<file path="config.mk">
export PLATFORM = sky130hd
export DESIGN_NAME = load_unit
export DESIGN_NICKNAME = d
export VERILOG_FILES = /design/src/rtl/load_unit.sv
export SDC_FILE = /design/constraint.sdc
export NUM_CORES = 1
export LEC_CHECK = 0
export CORE_UTILIZATION = 50
export CTS_CLUSTER_SIZE = 12
export DETAILED_ROUTE_END_ITERATION = 16
export GPL_ROUTABILITY_DRIVEN = 0
export PLACE_DENSITY = 0.86
export SKIP_CTS_REPAIR_TIMING = 1
export SLEW_MARGIN = 30
export SYNTH_ARGS = -nofsm -noshare
export SYNTH_HDL_FRONTEND = slang
export SYNTH_SLANG_ARGS = --single-unit
</file>
<file path="constraint.sdc">
create_clock -name clk -period 4.1 [get_ports clk]
set_input_delay 0.82 -clock clk [delete_from_list [all_inputs] [get_ports clk]]
set_output_delay 0.82 -clock clk [all_outputs]
set_load 0.05 [all_outputs]
</file>
<file path="src/rtl/load_unit.sv">
// Load unit: decodes RISC-V load width, issues one or two aligned memory reads
// (two when the access crosses a word boundary), then aligns and extends the result.
module load_unit #(
  parameter int XLEN          = 32,
  parameter int ADDR_W        = 32,
  parameter int MISALIGNED_EN = 1
) (
  input  logic              clk,
  input  logic              rst_n,
  input  logic              req_valid,
  output logic              req_ready,
  input  logic [ADDR_W-1:0] req_addr,
  input  logic [2:0]        req_funct3,
  output logic              mem_req_valid,
  input  logic              mem_req_ready,
  output logic [ADDR_W-1:0] mem_addr,
  input  logic              mem_rvalid,
  input  logic [XLEN-1:0]   mem_rdata,
  output logic              rsp_valid,
  input  logic              rsp_ready,
  output logic [XLEN-1:0]   rsp_data,
  output logic              rsp_err,
  output logic [2:0]        dbg_state
);

  // Handshakes: a transfer happens on a rising edge where valid && ready;
  // the sender holds valid and its payload stable until that edge.

  localparam int BYTES = XLEN / 8;
  localparam int OFF_W = $clog2(BYTES);

  typedef enum logic [2:0] {IDLE, ISSUE0, WAIT0, ISSUE1, WAIT1, RESP} state_t;

  state_t            state_q;
  logic [ADDR_W-1:0] addr_q;
  logic [2:0]        funct3_q;
  logic [XLEN-1:0]   beat0_q, beat1_q;
  logic              req_ready_q, mem_req_valid_q, rsp_valid_q, rsp_err_q;
  logic [ADDR_W-1:0] mem_addr_q;

  function automatic logic [3:0] size_of(input logic [2:0] f3);
    return 4'd1 << f3[1:0];
  endfunction

  function automatic logic crosses(input logic [OFF_W-1:0] off, input logic [2:0] f3);
    return (int'(off) + int'(size_of(f3))) > BYTES;
  endfunction

  function automatic logic illegal(input logic [2:0] f3);
    return (f3 == 3'b111) || ((XLEN != 64) && ((f3 == 3'b011) || (f3 == 3'b110)));
  endfunction

  logic              req_err;
  logic [ADDR_W-1:0] req_aligned, line0_q, line1_q;
  logic              cross_q;
  logic [OFF_W-1:0]  off_q;

  assign req_err     = illegal(req_funct3) ||
                       ((MISALIGNED_EN == 0) && crosses(req_addr[OFF_W-1:0], req_funct3));
  assign req_aligned = {req_addr[ADDR_W-1:OFF_W], {OFF_W{1'b0}}};
  assign off_q       = addr_q[OFF_W-1:0];
  assign cross_q     = crosses(off_q, funct3_q);
  assign line0_q     = {addr_q[ADDR_W-1:OFF_W], {OFF_W{1'b0}}};
  assign line1_q     = line0_q + ADDR_W'(BYTES);

  // Shift the wanted bytes to the top, then shift back arithmetically or logically.
  logic [XLEN-1:0] raw, shl, fmt;
  logic [6:0]      shamt;
  always_comb begin
    raw   = XLEN'({beat1_q, beat0_q} >> {off_q, 3'b000});
    shamt = 7'(XLEN) - {size_of(funct3_q), 3'b000};
    shl   = raw << shamt;
    if (funct3_q[2] || (funct3_q[1:0] == 2'b11)) fmt = shl >> shamt;
    else                                          fmt = $unsigned($signed(shl) >>> shamt);
  end

  always_ff @(posedge clk or negedge rst_n) begin
    if (!rst_n) begin
      state_q         <= IDLE;
      addr_q          <= '0;
      funct3_q        <= '0;
      beat0_q         <= '0;
      beat1_q         <= '0;
      req_ready_q     <= 1'b0;
      mem_req_valid_q <= 1'b0;
      mem_addr_q      <= '0;
      rsp_valid_q     <= 1'b0;
      rsp_err_q       <= 1'b0;
    end else begin
      case (state_q)
        IDLE: begin
          req_ready_q <= 1'b1;
          if (req_valid && req_ready_q) begin
            addr_q      <= req_addr;
            funct3_q    <= req_funct3;
            beat0_q     <= '0;
            beat1_q     <= '0;
            req_ready_q <= 1'b0;
            if (req_err) begin
              state_q     <= RESP;
              rsp_valid_q <= 1'b1;
              rsp_err_q   <= 1'b1;
            end else begin
              state_q         <= ISSUE0;
              mem_req_valid_q <= 1'b1;
              mem_addr_q      <= req_aligned;
            end
          end
        end
        ISSUE0: if (mem_req_ready) begin
          mem_req_valid_q <= 1'b0;
          state_q         <= WAIT0;
        end
        WAIT0: if (mem_rvalid) begin
          beat0_q <= mem_rdata;
          if (cross_q) begin
            state_q         <= ISSUE1;
            mem_req_valid_q <= 1'b1;
            mem_addr_q      <= line1_q;
          end else begin
            state_q     <= RESP;
            rsp_valid_q <= 1'b1;
            rsp_err_q   <= 1'b0;
          end
        end
        ISSUE1: if (mem_req_ready) begin
          mem_req_valid_q <= 1'b0;
          state_q         <= WAIT1;
        end
        WAIT1: if (mem_rvalid) begin
          beat1_q     <= mem_rdata;
          state_q     <= RESP;
          rsp_valid_q <= 1'b1;
          rsp_err_q   <= 1'b0;
        end
        RESP: if (rsp_ready) begin
          rsp_valid_q <= 1'b0;
          req_ready_q <= 1'b1;
          state_q     <= IDLE;
        end
        default: state_q <= IDLE;
      endcase
    end
  end

  assign req_ready     = req_ready_q;
  assign mem_req_valid = mem_req_valid_q;
  assign mem_addr      = mem_addr_q;
  assign rsp_valid     = rsp_valid_q;
  assign rsp_err       = rsp_err_q;
  // Data is a pure function of held registers, so it is stable for the whole RESP.
  assign rsp_data      = (rsp_valid_q && !rsp_err_q) ? fmt : '0;
  assign dbg_state     = state_q;

endmodule

</file>
==> impl_metrics.tcl <==
set metrics [dict create \
    hold_depth 2 \
    first_pass_iters 5 \
    place_ws_ns 0.8715 \
    routed_wl_um 19250 \
    worstMarginPinSlew_ns 0.9167 \
    grt_pass1_wl_um 30890 \
    cp_slowest_cell "clkdlybuf4s50_1" \
    comb_power_share_pct 50.7 \
    area_delta_synth_final_pct 31.46 \
    ys_seq_area_share_pct 44.08 \
    fin_nets 931 \
    path_buf_inv 2 \
    fp.dieW_um 122.6 \
    vias 6268 \
    final_cell_mix "164 x nand2_1, 127 x dfrtp_1, 116 x clkdlybuf4s50_1" \
    required_ns 3.28 \
    hold_end "beat1_q[17]$_DFFE_PN0P_" \
    synth_cell_type_count 52 \
    fin_cells 1049 \
    grt_start_max_net_pins 66 \
    io_pins 144 \
    rr_worst_depth 8 \
    ir_drop_mv 0.5060 \
    worst_slack_ns 0.4027 \
    synthCells 738 \
    swShare_pct 44.49 \
    avgSynthCellArea_um2 9.847 \
    cts_tree "done" \
    start_util_pct 51.75 \
    hp-start "beat1_q[17]$_DFFE_PN0P_" \
    cts_buffers 17 \
    p_int_w 0.004680 \
    pwr-share-clk_pct 19.2 \
    ant_nets 0 \
    fmax_mhz 270.5 \
    drv_cap 0 \
    slew_headroom_pct 38.88 \
    static-leakage-power_nw 3.871 \
    grt_setup_unrepaired "no" \
    core_um2 14040 \
    cts_sinks 128 \
    hold_violations 0 \
    routedWlPerCell_um 18.35 \
    overflow 0 \
    timing.final.crit_share_pct 90.18 \
    clockBufferDepth 2 \
    holdWs_ns 0.4824 \
    drt_iter0_markers 642 \
    nFillCells 1002 \
    rr_endpoint "mem_addr[2]$_DFFE_PN0P_" \
    worst_setup_path_end_kind "output pin" \
    root_buffer "clkbuf_16" \
    fin_crit_ns 3.697 \
    viasPerCell 5.975 \
    grt.total_usage_pct 26.95 \
    yosys_register_bits 128 \
    die_h_um 122.6 \
    clock_latency_ns 0.42 \
    postPlaceCellArea_um2 8917 \
    crit_chain "inv_1, nand2_1, a21o_1, nor2b_1, clkdlybuf4s50_1" \
    h-tree-depth 4 \
    timing.rr.start "addr_q[0]$_DFFE_PN0P_" \
    dp.cells 1016 \
    row_count 43 \
    reg2reg_slack_ns 0.93 \
    path_clk_slew_ns 0.06 \
    tns_ns 0 \
    hpwlAfterDp_um 12920 \
    drc 0 \
    status "finished, final reports clean" \
    hp-class "reg2reg" \
    cp.arrival_ns 2.88 \
    p_per_area_nw_per_um2 882.5 \
    final_common_cell "nand2_1" \
    drive_gt1_share_pct 19.82 \
    fin_area_um2 9553 \
    cp_max_fo 18 \
    seq_power_share_pct 30.1 \
    startpoint_type "flop" \
    grt_pass1_vias 6194 \
    die_area_um2 15020 \
    yosysWarnings 0 \
    path_class "reg2out" \
    cp_top_family "buffers and inverters" \
    finalMaxSlewViolations 0 \
    critical_path.max_stage_delay_ns 0.85 \
    antenna_found_initial 1 \
    io_buffers 141 \
    clock_skew_ns 0.008431 \
    p_sw_w 0.003751 \
    setup_viol 0 \
    synth_area_um2 7267 \
]
==> synthesized netlist by cell type (all sizes together) <==
| cell | number | area [um^2] |
|---|---|---|
| clkbuf | 36 | 155.2 |
| a31o | 1 | 8.760 |
| o21ai | 82 | 410.4 |
| or3 | 6 | 41.29 |
| o22ai | 3 | 18.77 |
| nand2b | 2 | 12.51 |
| nand4 | 6 | 37.54 |
| a21oi | 32 | 160.2 |
| mux4 | 30 | 675.7 |
| or2 | 2 | 12.52 |
| a31oi | 10 | 62.56 |
| o21bai | 2 | 15.01 |
| o31ai | 7 | 52.55 |
| and4 | 3 | 27.53 |
| nor2 | 28 | 105.1 |
| a21boi | 1 | 7.510 |
| mux2 | 59 | 716.9 |
| xnor2 | 12 | 105.1 |
| or4b | 1 | 10.01 |
| o22a | 1 | 8.760 |
| a311o | 1 | 10.01 |
| o21a | 2 | 15.01 |
| nor4 | 6 | 37.54 |
| o221ai | 4 | 35.03 |
| conb | 1 | 3.750 |
| mux2i | 5 | 50.05 |
| a21o | 1 | 7.510 |
| nor3 | 12 | 60.06 |
| xor2 | 6 | 52.55 |
| or4 | 8 | 61.31 |
| nand3 | 25 | 137.6 |
| a22oi | 1 | 7.510 |
| inv | 7 | 26.28 |
| dfrtp | 128 | 3203 |
| o31a | 3 | 26.28 |
| ha | 3 | 37.54 |
| o311ai | 1 | 8.760 |
| buf | 20 | 127.6 |
| nor2b | 12 | 75.07 |
| nand2 | 165 | 619.3 |
| and2 | 3 | 21.27 |
==> power by group through the flow <==
stage                     Clock [W]  Sequential, W  Combinational [W]
after floorplan                   0        0.00286            0.00254
after global placement            0        0.00249            0.00413
after detailed placement          0        0.00253            0.00423
after CTS                   0.00163        0.00252            0.00427
after global routing        0.00169        0.00263            0.00454
final                       0.00162        0.00254            0.00427
==> worst max path at each step <==
stage,cells past startpoint,slack [ns],end,startpoint
after floorplan,6,0.90,rsp_data[12],addr_q[1]$_DFFE_PN0P_
after global routing,5,0.25,rsp_data[6],rsp_err$_DFFE_PN0P_
after global placement,5,0.93,mem_addr[5]$_DFFE_PN0P_,req_funct3[2]
final,5,0.40,rsp_data[6],rsp_err$_DFFE_PN0P_
after detailed placement,5,0.87,mem_addr[10]$_DFFE_PN0P_,req_funct3[0]
after CTS,4,0.42,rsp_data[6],addr_q[0]$_DFFE_PN0P_
==> state kept, by name, indices dropped and copies added, names as in the netlist <==
name,flops
addr_q,32
dbg_state,3
beat1_q,24
rsp_valid,1
mem_req_valid,1
req_ready,1
funct3_q,3
rsp_err,1
beat0_q,32
mem_addr,30
==> cell families after synthesis <==
| group | count (synthesis) | share of synthesized area [%] |
|---|---|---|
| other cells | 1 | 0.05160 |
| flops | 128 | 44.08 |
| fa+ha+maj | 3 | 0.5166 |
| mux | 94 | 19.85 |
| xor+xnor | 18 | 2.169 |
| buf+inv | 63 | 4.253 |
| simple gates | 279 | 17.32 |
| compound gates | 152 | 11.76 |
==> worst register-to-register path: cells and delay by family (launching register included) <==
family	cells	cell delay, ns
AOI/OAI and AO/OA	3	0.69
adders and majority gates	2	0.55
buffers and inverters	1	0.20
DFF	1	0.72
and+or+nand+nor	1	0.48
muxes	1	0.42
==> final cells by class <==
cell class              count  area (um^2)  share of cell area (%)
well taps                 180        225.2                   2.358
inverters                   7        26.28                  0.2750
clock buffers              18        439.2                   4.597
multi-input cells         548         3775                   39.52
repair buffers            153         1689                   17.68
diodes                      1        2.502                 0.02620
clock inverters            14        191.4                   2.004
flip-flops and latches    128         3204                   33.54
==> through the flow <==
stage	total power [W]	util [%]
floorplan	0.005399	-
global placement	0.006626	63.50
detailed placement	0.006757	63.50
CTS	0.008418	67.99
global route	0.008858	68.03
finish	0.008431	68.03
==> per-layer routing <==
metal | routed length [um] | GRT usage, %
met3 | 1570 | 6.459
met5 | 0 | 0
met4 | 640 | 13.87
met2 | 9206 | 42.06
met1 | 7830 | 34.97
(Power assumes the default switching activity.)
